<file path="src/rtl/score_renderer_pkg.sv">
// Shared definitions for the score renderer: the game-state encoding, glyph codes,
// field geometry and a helper that turns the binary winning score into BCD.
package score_renderer_pkg;

    // The encoding is also the value driven on the winner output.
    typedef enum logic [1:0] {
        StPlaying  = 2'b00,
        StLeftWon  = 2'b01,
        StRightWon = 2'b10
    } game_state_e;

    localparam int COORD_W          = 10;
    localparam int GLYPH_COLS       = 8;
    localparam int GLYPH_ROWS       = 8;
    localparam int GLYPHS_PER_FIELD = 2;
    localparam int GLYPH_CODE_W     = 4;

    // Codes 0..9 are the digits themselves.
    localparam logic [GLYPH_CODE_W-1:0] GLYPH_SMILEY = 4'd10;

    // Binary 0..99 to {tens, units} BCD. Only ever applied to a parameter.
    function automatic logic [7:0] to_bcd(input logic [6:0] value);
        return {4'(value / 7'd10), 4'(value % 7'd10)};
    endfunction

endpackage

</file>
<file path="src/rtl/score_renderer_if.sv">
// Bus between the game/video logic and the score renderer.
//   beam_x, beam_y, beam_valid : raster position of the current pixel
//   inc_left, inc_right        : one-cycle point pulses
//   score_clear                : one-cycle new-game pulse
//   pixel_on                   : score foreground pixel (2 cycles after the beam)
//   winner                     : 00 playing, 01 left won, 10 right won
// master = the driver of beam and game events, slave = the renderer.
interface score_renderer_if;
    import score_renderer_pkg::*;

    logic [COORD_W-1:0] beam_x;
    logic [COORD_W-1:0] beam_y;
    logic               beam_valid;
    logic               inc_left;
    logic               inc_right;
    logic               score_clear;
    logic               pixel_on;
    logic [1:0]         winner;

    modport master (
        output beam_x, beam_y, beam_valid, inc_left, inc_right, score_clear,
        input  pixel_on, winner
    );

    modport slave (
        input  beam_x, beam_y, beam_valid, inc_left, inc_right, score_clear,
        output pixel_on, winner
    );

endinterface

</file>
<file path="src/rtl/bcd2_counter.sv">
// Two-digit BCD score counter, 00..99, saturating at 99.
//   clk, reset_n               : clock, asynchronous active-low reset
//   i_clear                    : zero the score (wins over i_inc)
//   i_inc                      : add one point
//   o_tens, o_units            : current score
//   o_next_tens, o_next_units  : score after this edge, for same-edge win detection
module bcd2_counter (
    input  logic       clk,
    input  logic       reset_n,
    input  logic       i_clear,
    input  logic       i_inc,
    output logic [3:0] o_tens,
    output logic [3:0] o_units,
    output logic [3:0] o_next_tens,
    output logic [3:0] o_next_units
);

    logic [3:0] r_tens;
    logic [3:0] r_units;

    always_comb begin
        o_next_tens  = r_tens;
        o_next_units = r_units;
        if (i_clear) begin
            o_next_tens  = 4'd0;
            o_next_units = 4'd0;
        end else if (i_inc && !(r_tens == 4'd9 && r_units == 4'd9)) begin
            if (r_units == 4'd9) begin
                o_next_units = 4'd0;
                o_next_tens  = r_tens + 4'd1;
            end else begin
                o_next_units = r_units + 4'd1;
            end
        end
    end

    always_ff @(posedge clk or negedge reset_n) begin
        if (!reset_n) begin
            r_tens  <= 4'd0;
            r_units <= 4'd0;
        end else begin
            r_tens  <= o_next_tens;
            r_units <= o_next_units;
        end
    end

    assign o_tens  = r_tens;
    assign o_units = r_units;

endmodule

</file>
<file path="src/rtl/character_rom.sv">
// 8x8 glyph ROM: digits 0..9 and a smiley (code 10); other codes read as blank.
// Bit n of a line is glyph column n, column 0 being the leftmost pixel.
//   i_code : glyph code
//   i_line : glyph row 0..7, row 0 at the top
//   o_bits : the eight pixels of that row
module character_rom
    import score_renderer_pkg::*;
(
    input  logic [GLYPH_CODE_W-1:0] i_code,
    input  logic [2:0]              i_line,
    output logic [GLYPH_COLS-1:0]   o_bits
);

    // One glyph per 64-bit word, row 0 in the least significant byte.
    logic [63:0] w_rows;

    always_comb begin
        w_rows = 64'h0;
        case (i_code)
            4'd0:    w_rows = 64'h003C_6666_6E76_663C;
            4'd1:    w_rows = 64'h007E_1818_1818_1C18;
            4'd2:    w_rows = 64'h007E_060C_3060_663C;
            4'd3:    w_rows = 64'h003C_6660_3860_663C;
            4'd4:    w_rows = 64'h0030_307E_363C_3830;
            4'd5:    w_rows = 64'h003C_6660_603E_067E;
            4'd6:    w_rows = 64'h003C_6666_663E_063C;
            4'd7:    w_rows = 64'h000C_0C0C_1830_607E;
            4'd8:    w_rows = 64'h003C_6666_3C66_663C;
            4'd9:    w_rows = 64'h001C_3060_7C66_663C;
            4'd10:   w_rows = 64'h3C42_99A5_81A5_423C;
            default: w_rows = 64'h0;
        endcase
    end

    assign o_bits = w_rows[{i_line, 3'b000} +: 8];

endmodule

</file>
<file path="src/rtl/score_renderer.sv">
// Two-player score keeper and on-screen renderer. Each player has a BCD score drawn
// as two scaled 8x8 glyphs; a game FSM tracks who reached WIN_SCORE first, and the
// winner's field shows a smiley instead of the score.
//   clk     : pixel clock
//   reset_n : asynchronous active-low reset
//   bus     : beam position, point/clear pulses in; pixel_on and winner out
// pixel_on follows the beam inputs by exactly two clock edges.
module score_renderer
    import score_renderer_pkg::*;
#(
    parameter logic [9:0] LEFT_X    = 10'd224,
    parameter logic [9:0] RIGHT_X   = 10'd352,
    parameter logic [9:0] TOP_Y     = 10'd16,
    parameter int         SCALE_SH  = 2,
    parameter logic [6:0] WIN_SCORE = 7'd10
) (
    input logic             clk,
    input logic             reset_n,
    score_renderer_if.slave bus
);

    localparam logic [7:0]  WIN_BCD = to_bcd(WIN_SCORE);
    localparam logic [10:0] FIELD_W = 11'(GLYPHS_PER_FIELD * GLYPH_COLS) << SCALE_SH;
    localparam logic [10:0] FIELD_H = 11'(GLYPH_ROWS) << SCALE_SH;

    // ---------------------------------------------------------------- scores + FSM
    game_state_e r_state;
    game_state_e w_state_next;
    logic        w_playing;
    logic [3:0]  w_l_tens, w_l_units, w_l_next_tens, w_l_next_units;
    logic [3:0]  w_r_tens, w_r_units, w_r_next_tens, w_r_next_units;
    logic        w_left_reach;
    logic        w_right_reach;

    assign w_playing = (r_state == StPlaying);

    bcd2_counter u_left_score (
        .clk          (clk),
        .reset_n      (reset_n),
        .i_clear      (bus.score_clear),
        .i_inc        (bus.inc_left & w_playing),
        .o_tens       (w_l_tens),
        .o_units      (w_l_units),
        .o_next_tens  (w_l_next_tens),
        .o_next_units (w_l_next_units)
    );

    bcd2_counter u_right_score (
        .clk          (clk),
        .reset_n      (reset_n),
        .i_clear      (bus.score_clear),
        .i_inc        (bus.inc_right & w_playing),
        .o_tens       (w_r_tens),
        .o_units      (w_r_units),
        .o_next_tens  (w_r_next_tens),
        .o_next_units (w_r_next_units)
    );

    assign w_left_reach  = ({w_l_next_tens, w_l_next_units} == WIN_BCD);
    assign w_right_reach = ({w_r_next_tens, w_r_next_units} == WIN_BCD);

    always_comb begin
        w_state_next = r_state;
        case (r_state)
            StPlaying: begin
                // Left is checked first so a simultaneous win goes to the left player.
                if (w_left_reach) begin
                    w_state_next = StLeftWon;
                end else if (w_right_reach) begin
                    w_state_next = StRightWon;
                end
            end
            StLeftWon, StRightWon: w_state_next = r_state;
            default:               w_state_next = StPlaying;
        endcase
        if (bus.score_clear) begin
            w_state_next = StPlaying;
        end
    end

    always_ff @(posedge clk or negedge reset_n) begin
        if (!reset_n) begin
            r_state <= StPlaying;
        end else begin
            r_state <= w_state_next;
        end
    end

    assign bus.winner = r_state;

    // ---------------------------------------------------------------- stage 1
    logic [10:0]         w_bx;
    logic [10:0]         w_by;
    logic                w_in_rows;
    logic                w_hit_l;
    logic                w_hit_r;
    // Only the low bits of the offsets matter; the field is a power-of-two size.
    logic [SCALE_SH+3:0] w_dx_l;
    logic [SCALE_SH+3:0] w_dx_r;
    logic [SCALE_SH+3:0] w_dx;
    logic [SCALE_SH+2:0] w_dy;
    logic                w_units_sel;
    logic [3:0]          w_tens;
    logic [3:0]          w_units;
    logic                w_is_winner;
    logic                w_blank;
    logic [GLYPH_CODE_W-1:0] w_glyph;

    assign w_bx = {1'b0, bus.beam_x};
    assign w_by = {1'b0, bus.beam_y};

    assign w_in_rows = (w_by >= {1'b0, TOP_Y}) && (w_by < {1'b0, TOP_Y} + FIELD_H);
    assign w_hit_l   = bus.beam_valid && w_in_rows &&
                       (w_bx >= {1'b0, LEFT_X}) && (w_bx < {1'b0, LEFT_X} + FIELD_W);
    assign w_hit_r   = bus.beam_valid && w_in_rows &&
                       (w_bx >= {1'b0, RIGHT_X}) && (w_bx < {1'b0, RIGHT_X} + FIELD_W);

    assign w_dx_l = bus.beam_x[SCALE_SH+3:0] - LEFT_X[SCALE_SH+3:0];
    assign w_dx_r = bus.beam_x[SCALE_SH+3:0] - RIGHT_X[SCALE_SH+3:0];
    assign w_dx   = w_hit_r ? w_dx_r : w_dx_l;
    assign w_dy   = bus.beam_y[SCALE_SH+2:0] - TOP_Y[SCALE_SH+2:0];

    // The fields never overlap, so one side's score feeds the single ROM at a time.
    assign w_units_sel = w_dx[SCALE_SH+3];
    assign w_tens      = w_hit_r ? w_r_tens : w_l_tens;
    assign w_units     = w_hit_r ? w_r_units : w_l_units;
    assign w_is_winner = w_hit_r ? (r_state == StRightWon) : (r_state == StLeftWon);

    always_comb begin
        w_blank = 1'b0;
        w_glyph = w_units;
        if (w_units_sel) begin
            if (w_is_winner) begin
                w_glyph = GLYPH_SMILEY;
            end
        end else begin
            w_glyph = w_tens;
            w_blank = (w_tens == 4'd0) || w_is_winner;
        end
    end

    logic                    r_hit;
    logic                    r_blank;
    logic [GLYPH_CODE_W-1:0] r_glyph;
    logic [2:0]              r_line;
    logic [2:0]              r_col;

    always_ff @(posedge clk or negedge reset_n) begin
        if (!reset_n) begin
            r_hit   <= 1'b0;
            r_blank <= 1'b0;
            r_glyph <= '0;
            r_line  <= 3'd0;
            r_col   <= 3'd0;
        end else begin
            r_hit   <= w_hit_l | w_hit_r;
            r_blank <= w_blank;
            r_glyph <= w_glyph;
            r_line  <= 3'(w_dy >> SCALE_SH);
            r_col   <= 3'(w_dx >> SCALE_SH);
        end
    end

    // ---------------------------------------------------------------- stage 2
    logic [GLYPH_COLS-1:0] w_charline;
    logic                  r_pixel_on;

    character_rom u_rom (
        .i_code (r_glyph),
        .i_line (r_line),
        .o_bits (w_charline)
    );

    always_ff @(posedge clk or negedge reset_n) begin
        if (!reset_n) begin
            r_pixel_on <= 1'b0;
        end else begin
            r_pixel_on <= r_hit & ~r_blank & w_charline[r_col];
        end
    end

    assign bus.pixel_on = r_pixel_on;

endmodule

</file>
<file path="src/flat_wrapper.sv">
// flat-port wrapper written by rule: the top's interface ports become plain ports
module score_renderer_flat import score_renderer_pkg::*;
#(
    parameter logic [9:0] LEFT_X    = 10'd224,
    parameter logic [9:0] RIGHT_X   = 10'd352,
    parameter logic [9:0] TOP_Y     = 10'd16,
    parameter int         SCALE_SH  = 2,
    parameter logic [6:0] WIN_SCORE = 7'd10
)
  (clk, reset_n, bus_beam_x, bus_beam_y, bus_beam_valid, bus_inc_left, bus_inc_right, bus_score_clear, bus_pixel_on, bus_winner);
  score_renderer_if bus_i ();
  input logic clk;
  input logic reset_n;
  input wire logic [$bits(bus_i.beam_x)-1:0] bus_beam_x;
  input wire logic [$bits(bus_i.beam_y)-1:0] bus_beam_y;
  input wire logic [$bits(bus_i.beam_valid)-1:0] bus_beam_valid;
  input wire logic [$bits(bus_i.inc_left)-1:0] bus_inc_left;
  input wire logic [$bits(bus_i.inc_right)-1:0] bus_inc_right;
  input wire logic [$bits(bus_i.score_clear)-1:0] bus_score_clear;
  output wire logic [$bits(bus_i.pixel_on)-1:0] bus_pixel_on;
  output wire logic [$bits(bus_i.winner)-1:0] bus_winner;
  assign bus_i.beam_x = bus_beam_x;
  assign bus_i.beam_y = bus_beam_y;
  assign bus_i.beam_valid = bus_beam_valid;
  assign bus_i.inc_left = bus_inc_left;
  assign bus_i.inc_right = bus_inc_right;
  assign bus_i.score_clear = bus_score_clear;
  assign bus_pixel_on = bus_i.pixel_on;
  assign bus_winner = bus_i.winner;
  score_renderer #(.LEFT_X(LEFT_X), .RIGHT_X(RIGHT_X), .TOP_Y(TOP_Y), .SCALE_SH(SCALE_SH), .WIN_SCORE(WIN_SCORE)) u_core (.clk(clk), .reset_n(reset_n), .bus(bus_i));
endmodule
</file>
<file path="config.mk">
export PLATFORM = sky130hd
export DESIGN_NAME = score_renderer_flat
export DESIGN_NICKNAME = d
export VERILOG_FILES = /design/src/rtl/score_renderer_pkg.sv /design/src/rtl/score_renderer_if.sv /design/src/rtl/bcd2_counter.sv /design/src/rtl/character_rom.sv /design/src/rtl/score_renderer.sv /design/src/flat_wrapper.sv
export SDC_FILE = /design/constraint.sdc
export NUM_CORES = 1
export LEC_CHECK = 0
export ABC_AREA = 0
export CORE_MARGIN = 4
export CORE_UTILIZATION = 52
export DETAILED_ROUTE_END_ITERATION = 12
export PLACE_DENSITY = 0.77
export SLEW_MARGIN = 10
export SYNTH_ARGS = -nofsm -noshare
export SYNTH_HDL_FRONTEND = slang
export SYNTH_HIERARCHICAL = 1
export SYNTH_SLANG_ARGS = --single-unit
</file>
<file path="constraint.sdc">
create_clock -name clk -period 2.6 [get_ports clk]
set_input_delay 0.52 -clock clk [delete_from_list [all_inputs] [get_ports clk]]
set_output_delay 0.52 -clock clk [all_outputs]
set_load 0.005 [all_outputs]
</file>
==> qor.csv <==
stage,metric,value,unit
sta,Final Max Tran Viols,0,
status,status,"complete, no violations",
yosys,number of distinct library cells after synthesis,64,
clock_network,worst-skew pair later-pin latency,0.29,ns
critical_path,top fanout value on the critical path,5,
sta,setup ws final,0.0451,ns
yosys,post-synthesis sequential area ratio,27.9,%
route,DRT iter0 DRCs,213,
grt,initial antenna violation count,0,
clock_network,CTS Buf Count,5,
layout,most frequent cells in the layout,"buf_4, nor2_1, dfrtp_1",
yosys,Post-synth EDFFs,0,
pwr,Net Switching,0.357,mW
grt,vias in the first global route,2655,
sta,Setup TNS,0,ns
route,Routed WL,7310,um
yosys,register bit total from synthesis,31,
pwr,Sequential Power Share,43.9,%
die,Row Count,26,
yosys,async set-or-reset flop fraction in the synthesized netlist,100,%
grt,largest net degree at the start of global routing,32,
yosys,Ys Warns,6,
die,Die Width,81.2,um
clock_network,CTS tree,built,
clock_network,clock-pin slew on the worst setup and hold paths,0.07,ns
worst_hold_path,worst hold path class,flop to flop,
critical_path,WS Path Type,flop to flop,
sta,post-layout min period,2.55,ns
pwr,Pleak,1.42,nW
die,Core Area,0.00514,mm^2
clock_network,htree depth,2,
pwr,clock share of power,31.9,%
die,die span in y,81.2,um
route,vias,2698,
placement,"worst slack, placed",-0.278,ns
route,drt first pass iters,4,
layout,"most common cell after layout, fill and taps aside",buf_4,
critical_path,crit path launch type,flop,
sta,Hold Fails Final Rpt,0,
job,max-cap viol count,0,
pwr,combinational power share,24.2,%
yosys,Post-Syn Nets,362,
layout,nets,411,
die,io pins,29,
sta,unrepaired setup endpoints after global routing,yes,
die,Initial Util,54.2,%
sta,Slew HR,68.4,%
clock_network,clock buffer depth,2,
yosys,ys flop type,dfrtp_1,
die,die area,0.00659,mm^2
critical_path,Worst EP required,2.77,ns
pwr,Power Internal,0.823,mW
grt,gr ovfl total,0,
layout,Fillers,446,
sta,Slew @ Worst Pin,0.468,ns
yosys,"Avg Cell Area, Syn",8.65,um^2
clock_network,hold_buf cts,0,
critical_path,critical path capture point type,flop,
critical_path,"Data arrival, critical path",2.72,ns
layout,diodes inserted,0,
pwr,sw frac,30.3,%
sta,f_max,391,MHz
route,Vias/cell,6.10,
layout,Area Overhead vs Synth,23.8,%
clock_network,clk sinks,31,
route,average wire per standard cell,16.5,um
grt,GR Util All Layers,23.1,%
grt,first-pass GRT wire length,11800,um
pwr,power density over the cells,342,mW/mm^2
pwr,peak supply drop,264,uV
clock_network,CTS Root Cell,clkbuf_8,
sta,Setup-failing EPs final,0,
route,Routed Antenna Nets,0,
placement,GP Congestion,0.942,
layout,share of cells above drive strength 1,21.2,%
placement,PortBufs,24,
yosys,Mapped Area,0.00279,mm^2
route,drt drc,0,
placement,Detailed Place HPWL,5480,um
sta,Final period util,98.3,%
sta,clk_skew,0.00809,ns
yosys,Cells after Synth,322,
[Yosys cell counts, types with 3 or more instances]
library cell,count,share of area (%)
nor3_1,7,1.3
clkbuf_1,8,1.1
o211ai_1,7,1.9
o31ai_1,3,0.81
and3_1,6,1.3
ha_1,14,6.3
nor4_1,5,1.1
mux2_1,4,1.6
o311ai_0,4,1.3
a211oi_1,4,1.1
nand2b_1,14,3.1
mux2_4,3,1.6
nor2b_1,8,1.8
nand3_1,7,1.3
nor4_4,3,2.3
and2_1,4,0.90
o21ai_0,12,2.2
mux2i_1,5,1.8
a31oi_1,3,0.67
nand2_1,21,2.8
o221ai_1,6,1.9
a21oi_1,26,4.7
nor2_1,30,4.0
mux2_2,4,1.6
dfrtp_1,31,28
buf_2,8,1.4
inv_1,20,2.7
[layout make-up]
| cell class | instances | area [um^2] | area share, % |
|---|---|---|---|
| Multi-Input combinational cell | 253 | 1880 | 54.4 |
| Inverter | 20 | 75.1 | 2.18 |
| Timing Repair Buffer | 60 | 548 | 15.9 |
| Clock inverter | 2 | 12.5 | 0.363 |
| Clock buffer | 6 | 72.6 | 2.10 |
| Sequential cell | 31 | 777 | 22.5 |
| Tap cell | 70 | 87.6 | 2.54 |
[power by group through the flow]
stage | combinational [mW] | clock (mW) | sequential, mW
finish | 0.286 | 0.376 | 0.518
global route | 0.310 | 0.411 | 0.519
CTS | 0.278 | 0.391 | 0.517
detailed placement | 0.276 | 0 | 0.526
global placement | 0.276 | 0 | 0.526
floorplan | 0.163 | 0 | 0.519
[sequential cells by signal, summed over array words and instances, names as in the netlist]
name	count
u_core/r_hit	1
u_core/r_blank	1
u_core/r_line	3
u_core/bus.pixel_on	1
u_core/u_right_score/o_tens	4
u_core/u_left_score/o_tens	4
u_core/bus.winner	2
u_core/u_left_score/o_units	4
u_core/u_right_score/o_units	4
u_core/r_glyph	4
u_core/r_col	3
[metrics by stage]
stage | cell area [um^2] | std cells | util (%) | hold WS [ns] | power (mW)
6_report | 3450 | 442 | 67.1 | 0.409 | 1.18
5_1_grt | 3450 | 442 | 67.1 | 0.419 | 1.24
4_1_cts | 3410 | 440 | 66.3 | 0.414 | 1.19
3_5_place_dp | 3320 | 432 | 64.5 | 0.403 | 0.803
3_3_place_gp | 3320 | 432 | 64.5 | 0.390 | 0.802
2_1_floorplan | 2790 | 322 | - | 0.224 | 0.682
[per-layer routing]
layer | GRT usage [%] | wire (um) | vias to the layer above
met4 | 8.78 | 157 | 0
met2 | 41.1 | 3790 | 75
li1 | - | - | 1286
met3 | 4.21 | 311 | 14
met1 | 27.6 | 3050 | 1323
met5 | 0 | 0 | -
[logic make-up after synthesis]
group / count (synthesis) / share of synthesized area [%]
muxes: 18 / 8.27
DFF: 31 / 27.9
and+or+nand+nor: 127 / 27.7
adders and majority gates: 14 / 6.29
xor gates and xnor gates: 4 / 1.26
buffers and inverters: 38 / 5.89
AOI/OAI and AO/OA: 90 / 22.7
[repair_timing]
action / CTS / global route
gates resized for setup: 1 / 9
pin swaps: 0 / 2
buffers inserted: 0 / 2
setup endpoints to repair: 1 / 3
[worst max-delay path, stage by stage (launching register included)]
cell	delay (ns)
dfrtp_1	0.38
inv_1	0.08
ha_2	0.22
and2_4	0.17
nand2_2	0.09
nor4_4	0.33
mux2_1	0.39
nor4_1	0.20
and3_1	0.26
nor2_1	0.06
a41oi_1	0.18
nor2_1	0.07
[worst paths after layout]
check                                                 startpoint                                to  slack (ns)  cells after the start
worst max-delay path            u_core/bus.winner[0]$_DFFE_PN0P_  u_core/bus.winner[0]$_DFFE_PN0P_        0.05                     11
min in group asynchronous                                reset_n     u_core/bus.pixel_on$_DFF_PN0_        0.63                      2
worst max register to register  u_core/bus.winner[0]$_DFFE_PN0P_  u_core/bus.winner[0]$_DFFE_PN0P_        0.05                     11
max in group asynchronous                                reset_n       u_core/r_glyph[3]$_DFF_PN0_        1.65                      2
worst min-delay path                    u_core/r_blank$_DFF_PN0_     u_core/bus.pixel_on$_DFF_PN0_        0.41                      1
worst min register to register          u_core/r_blank$_DFF_PN0_     u_core/bus.pixel_on$_DFF_PN0_        0.41                      1
(Power assumes the default switching activity.)
